--- src/rtl/edge_repeat_pulser_pkg.sv ---
// ---------------------------------------------------------------------------
// edge_repeat_pulser_pkg
//   Shared definitions for the edge/repeat pulser slice:
//     state_e    - per-channel FSM encoding (IDLE, DELAY, REPEAT)
//     log2_ceil  - ceiling log2, used to size the hold/repeat counters so
//                  they can count from 0 up to (delay - 1)
// ---------------------------------------------------------------------------
package edge_repeat_pulser_pkg;

  typedef enum logic [1:0] {
    ST_IDLE   = 2'd0,
    ST_DELAY  = 2'd1,
    ST_REPEAT = 2'd2
  } state_e;

  // Minimum result of 1 keeps counter vectors legal for tiny parameters.
  function automatic int log2_ceil(input int value);
    int result;
    longint span;
    result = 0;
    span   = 1;
    while (span < longint'(value)) begin
      span   = span << 1;
      result = result + 1;
    end
    return (result < 1) ? 1 : result;
  endfunction

endpackage

--- src/rtl/edge_repeat_pulser_channel.sv ---
// ---------------------------------------------------------------------------
// edge_repeat_channel
//   One button channel: edge detection plus hold-to-repeat generation.
//   Ports:
//     clk, rst       - clock, synchronous active-high reset
//     level_in       - debounced level, already synchronous to clk
//     repeat_enable  - masks repeat pulses at press_pulse only
//     rise_pulse     - one cycle after a 0->1 transition
//     fall_pulse     - one cycle after a 1->0 transition
//     press_pulse    - rise pulse OR (enabled) repeat pulse
//     held           - level_in delayed one cycle
// ---------------------------------------------------------------------------
module edge_repeat_channel
  import edge_repeat_pulser_pkg::*;
#(
  parameter int hold_delay           = 25000000,
  parameter int repeat_period        = 5000000,
  parameter int hold_counter_width   = log2_ceil(hold_delay),
  parameter int repeat_counter_width = log2_ceil(repeat_period)
) (
  input  logic clk,
  input  logic rst,
  input  logic level_in,
  input  logic repeat_enable,
  output logic rise_pulse,
  output logic fall_pulse,
  output logic press_pulse,
  output logic held
);

  // Terminal counts: the rise-pulse cycle sees count 0, so the repeat pulse
  // lands hold_delay cycles later when the count reads hold_delay-1.
  localparam logic [hold_counter_width-1:0]   HOLD_LAST = hold_counter_width'(hold_delay - 1);
  localparam logic [hold_counter_width-1:0]   HOLD_MAX  = '1;
  localparam logic [repeat_counter_width-1:0] REP_LAST  = repeat_counter_width'(repeat_period - 1);
  localparam logic [repeat_counter_width-1:0] REP_MAX   = '1;

  state_e                          state_q, state_d;
  logic                            prev_q, prev_d;
  logic                            rise_q, rise_d;
  logic                            fall_q, fall_d;
  logic                            press_q, press_d;
  logic [hold_counter_width-1:0]   hold_cnt_q, hold_cnt_d;
  logic [repeat_counter_width-1:0] rep_cnt_q, rep_cnt_d;
  logic                            repeat_fire;

  // Next-state logic. A low level (which always coincides with a detected
  // fall while the FSM is active) returns to IDLE before any terminal-count
  // check, so release always wins over a repeat in the same cycle. The
  // enable only gates press_pulse; the FSM keeps its cadence while masked.
  always_comb begin
    prev_d      = level_in;
    rise_d      = level_in & ~prev_q;
    fall_d      = ~level_in & prev_q;
    state_d     = state_q;
    hold_cnt_d  = hold_cnt_q;
    rep_cnt_d   = rep_cnt_q;
    repeat_fire = 1'b0;

    if (!level_in) begin
      state_d    = ST_IDLE;
      hold_cnt_d = '0;
      rep_cnt_d  = '0;
    end else begin
      case (state_q)
        ST_IDLE: begin
          if (rise_d) begin
            state_d    = ST_DELAY;
            hold_cnt_d = '0;
          end
        end
        ST_DELAY: begin
          if (hold_cnt_q == HOLD_LAST) begin
            repeat_fire = 1'b1;
            state_d     = ST_REPEAT;
            hold_cnt_d  = '0;
            rep_cnt_d   = '0;
          end else if (hold_cnt_q != HOLD_MAX) begin
            hold_cnt_d = hold_cnt_q + hold_counter_width'(1);
          end
        end
        ST_REPEAT: begin
          if (rep_cnt_q == REP_LAST) begin
            repeat_fire = 1'b1;
            rep_cnt_d   = '0;
          end else if (rep_cnt_q != REP_MAX) begin
            rep_cnt_d = rep_cnt_q + repeat_counter_width'(1);
          end
        end
        default: begin
          state_d    = ST_IDLE;
          hold_cnt_d = '0;
          rep_cnt_d  = '0;
        end
      endcase
    end

    press_d = rise_d | (repeat_fire & repeat_enable);
  end

  // State and output registers. Reset clears prev as well, so a level that
  // is already high when reset releases is reported as a fresh rise, and a
  // channel aborted by reset produces no fall pulse.
  always_ff @(posedge clk) begin
    if (rst) begin
      state_q    <= ST_IDLE;
      prev_q     <= 1'b0;
      rise_q     <= 1'b0;
      fall_q     <= 1'b0;
      press_q    <= 1'b0;
      hold_cnt_q <= '0;
      rep_cnt_q  <= '0;
    end else begin
      state_q    <= state_d;
      prev_q     <= prev_d;
      rise_q     <= rise_d;
      fall_q     <= fall_d;
      press_q    <= press_d;
      hold_cnt_q <= hold_cnt_d;
      rep_cnt_q  <= rep_cnt_d;
    end
  end

  assign rise_pulse  = rise_q;
  assign fall_pulse  = fall_q;
  assign press_pulse = press_q;
  assign held        = prev_q;

endmodule

--- src/rtl/edge_repeat_pulser.sv ---
// ---------------------------------------------------------------------------
// edge_repeat_pulser
//   Array of independent button channels sitting right after the debouncer.
//   Ports:
//     clk, rst       - clock, synchronous active-high reset
//     level_in       - [width] debounced levels
//     repeat_enable  - global mask for repeat pulses
//     rise_pulse     - [width] one-cycle pulse on 0->1
//     fall_pulse     - [width] one-cycle pulse on 1->0
//     press_pulse    - [width] rise pulse OR repeat pulse
//     held           - [width] level_in delayed one cycle
// ---------------------------------------------------------------------------
module edge_repeat_pulser
  import edge_repeat_pulser_pkg::*;
#(
  parameter int width                = 1,
  parameter int hold_delay           = 25000000,
  parameter int repeat_period        = 5000000,
  parameter int hold_counter_width   = log2_ceil(hold_delay),
  parameter int repeat_counter_width = log2_ceil(repeat_period)
) (
  input  logic             clk,
  input  logic             rst,
  input  logic [width-1:0] level_in,
  input  logic             repeat_enable,
  output logic [width-1:0] rise_pulse,
  output logic [width-1:0] fall_pulse,
  output logic [width-1:0] press_pulse,
  output logic [width-1:0] held
);

  for (genvar i = 0; i < width; i++) begin : g_channel
    edge_repeat_channel #(
      .hold_delay           (hold_delay),
      .repeat_period        (repeat_period),
      .hold_counter_width   (hold_counter_width),
      .repeat_counter_width (repeat_counter_width)
    ) u_channel (
      .clk           (clk),
      .rst           (rst),
      .level_in      (level_in[i]),
      .repeat_enable (repeat_enable),
      .rise_pulse    (rise_pulse[i]),
      .fall_pulse    (fall_pulse[i]),
      .press_pulse   (press_pulse[i]),
      .held          (held[i])
    );
  end

endmodule
--- config.mk ---
export PLATFORM = sky130hd
export DESIGN_NAME = edge_repeat_pulser
export DESIGN_NICKNAME = d
export VERILOG_FILES = /design/src/rtl/edge_repeat_pulser_pkg.sv /design/src/rtl/edge_repeat_pulser_channel.sv /design/src/rtl/edge_repeat_pulser.sv
export SDC_FILE = /design/constraint.sdc
export NUM_CORES = 1
export LEC_CHECK = 0
export CELL_PAD_IN_SITES_DETAIL_PLACEMENT = 1
export CELL_PAD_IN_SITES_GLOBAL_PLACEMENT = 1
export CORE_MARGIN = 4
export CORE_UTILIZATION = 30
export DETAILED_ROUTE_END_ITERATION = 10
export PLACE_DENSITY_LB_ADDON = 0.1
export SYNTH_ARGS = -nofsm -noshare
export SYNTH_HDL_FRONTEND = slang
export SYNTH_SLANG_ARGS = --single-unit
--- constraint.sdc ---
create_clock -name clk -period 3 [get_ports clk]
set_input_delay 0.45 -clock clk [delete_from_list [all_inputs] [get_ports clk]]
set_output_delay 0.45 -clock clk [all_outputs]
set_load 0.1 [all_outputs]
==> qor.txt <==
antenna viol nets, final: 0
H-tree depth: 2
most frequent cells in the layout: 54 x dfxtp_1, 35 x nor2_1, 35 x nand2_1
# fillers: 1,242
register area share after synthesis: 0.3560
DP Cell Count: 525
Synth area leaders: dfxtp_1 36%, a21oi_1 5.1%, o21ai_0 4.9%
ys flop type: dfxtp_1
critical path endpoint category: flop
register bit total from synthesis: 54
final setup vio count: 0
port buffer count: 7
status: finished, final reports clean
R2R depth: 9
most common cell after layout, fill and taps aside: dfxtp_1
final core utilization: 0.3477
Starting Density: 0.3093
Area Overhead vs Synth: 12.44%
Post-Syn Nets: 403
Fmax: 377.6 MHz
measured slew at the worst slew-check pin: 0.6165 ns
register-to-register setup slack: 0.35 ns
synth warn: 0
crit path to: g_channel[0].u_channel.rep_cnt_q[3]
Wirelength per Cell: 17.92 um
Clock Skew: 0.01034 ns
startpoint types: flop
storage element area: 1081 um2
worst path arrival time: 2.85 ns
Hold WC Path Type: reg2reg
via count: 3,084
Final Max Tran Viols: 0
DR pass1 iterations: 4
MaxCap Viol Count: 0
area leader, netlist: dfxtp_1
CTS Buffer Depth: 2
first-pass GRT wire length: 16,390 um
DRC: 0
Yosys cell types: 48
met1 Use GR: 0.2573
Clock Sinks: 54
multi-input combinational cell area: 1864 um2
fin crit period: 2.648 ns
Max-slew headroom: 0.5865
CTS tree: done
die width: 108.6 um
RSZ-0062 raised after global routing: no
Critical Path Start: g_channel[0].u_channel.hold_cnt_q[0]
I/O pin total: 8
met2 usage: 0.2657
initial antenna violation count: 0
Clk Tree Root Cell: clkbuf_8
reg-to-reg critical path startpoint: g_channel[0].u_channel.hold_cnt_q[0]
area share of the largest cell type after synthesis: 0.3560
Die Area: 11,800 um2
static leakage: 1.087 nW
Post-Synthesis Cells: 394
Top Usage Layer GRT: met2
GPL Wtd Cong: 0.7997
mapped cell area: 3037 um2
Mean Syn Cell Area: 7.707 um2
Reg clk slew, reported paths: 0.11 ns
fraction of registers with async set/reset: 0
crit path max fanout: 21
Die Y: 108.6 um
Final period util: 0.8827
power density over cell area: 399.9 nW/um2
antenna diode instance count: 0
DR iter-0 viols: 144
CTS buffer count: 5
worst vdd ir: 180.2 uV
clock insertion delay at the later pin of the skew report: 0.32 ns
vias in the first global route: 3,082
FP Rows: 36
reg-to-reg endpoint: g_channel[0].u_channel.rep_cnt_q[3]
WP data required: 3.21 ns
M3 GR Usage: 0.03020
Total GRT Usage: 0.1742
share of layout cells above drive strength 1: 0.08250
Via density: 5.786
final WL: 9554 um
Post-synth EDFFs: 0
Setup TNS: 0 ns
hpwl dp: 6769 um
final net count: 408
GRT overflow: 0
largest net degree at the start of global routing: 39
setup bufs post-CTS: 0
Hold Violations, Final: 0
final hold slack: 0.4954 ns
CP Class: reg2reg
post-route insts no fill: 533
Core Area: 9819 um2
==> power by group <==
group	switching (mW)	internal [mW]	total (mW)
registers	0.00201	0.720	0.722
logic	0.0872	0.0341	0.121
clock network	0.273	0.249	0.522
==> cell families (layout without fill, tap and decap cells) <==
kind of cell	count (synthesis)	in the layout	share of synthesized area
and+or+nand+nor	194	194	0.3478
AOI/OAI and AO/OA	112	112	0.2344
DFF	54	54	0.3560
buffers and inverters	27	33	0.03420
adders and majority gates	5	5	0.02060
muxes	2	2	0.007004
==> how the worst min path moves through the flow <==
stage	start	end	slack [ns]	cells past startpoint
finish	g_channel[0].u_channel.held	g_channel[0].u_channel.rise_pulse	0.50	1
global route	g_channel[0].u_channel.rep_cnt_q[1]	g_channel[0].u_channel.rep_cnt_q[1]	0.53	2
CTS	g_channel[0].u_channel.held	g_channel[0].u_channel.rise_pulse	0.50	1
detailed placement	g_channel[0].u_channel.rep_cnt_q[4]	g_channel[0].u_channel.rep_cnt_q[4]	0.48	2
global placement	g_channel[0].u_channel.held	g_channel[0].u_channel.rise_pulse	0.47	1
floorplan	g_channel[0].u_channel.hold_cnt_q[24]	g_channel[0].u_channel.hold_cnt_q[24]	0.44	2
==> sequential cells by signal, summed over array words and instances, names as in the netlist <==
signal,flops
g_channel.u_channel.hold_cnt_q,25
g_channel.u_channel.held,1
g_channel.u_channel.rise_pulse,1
g_channel.u_channel.press_pulse,1
g_channel.u_channel.fall_pulse,1
g_channel.u_channel.state_q,2
g_channel.u_channel.rep_cnt_q,23
==> stage by stage <==
| step | setup slack [ns] | cell area, um2 | total power [mW] |
|---|---|---|---|
| after floorplan | 0.7856 | 3037 | 0.8154 |
| after global placement | 0.1701 | 3288 | 0.8585 |
| after detailed placement | 0.1071 | 3288 | 0.8590 |
| after CTS | 0.1659 | 3402 | 1.386 |
| after global routing | 0.1247 | 3415 | 1.422 |
| final | 0.3518 | 3415 | 1.365 |
==> cell type report <==
cell class,count,share of cell area
Tap cell,133,0.04874
Inverter,5,0.005497
Timing Repair Buffer,20,0.04984
Clock buffer,5,0.02015
Sequential cell,54,0.3166
Multi-Input combinational cell,313,0.5460
Clock inverter,3,0.01319
==> repair_timing <==
item,4_1_cts,5_1_grt
gates resized for setup,0,2
setup endpoints to repair,0,3
hold buffers,0,0
==> synth_stat cells, drive strengths merged (4+ instances only) <==
master,instances
dfxtp,54
nand2,35
nor2,35
o21ai,32
a21oi,31
nand3,30
clkbuf,19
nand4,16
and2,12
and3,12
o211ai,12
or4,11
a31oi,9
nor3,9
and4,8
nor4,6
ha,5
o31ai,5
o41ai,5
or3,5
inv,4
nand3b,4
==> per-layer routing <==
layer,vias to the layer above,part of all wire
li1,1508,-
met1,1535,0.52
met2,35,0.44
met3,6,0.035
met4,0,0.0090
met5,-,0
==> critical path, stage by stage (launching register included) <==
cell and delay, ns:
dfxtp_1 0.39, ha_1 0.33, nor2b_1 0.25, nand4_1 0.22, o41ai_4 0.43, buf_4 0.28, nand2_1 0.07, buf_4 0.22
o211ai_1 0.22, o41ai_1 0.12
Note: power is estimated with default switching activity, not from simulation.
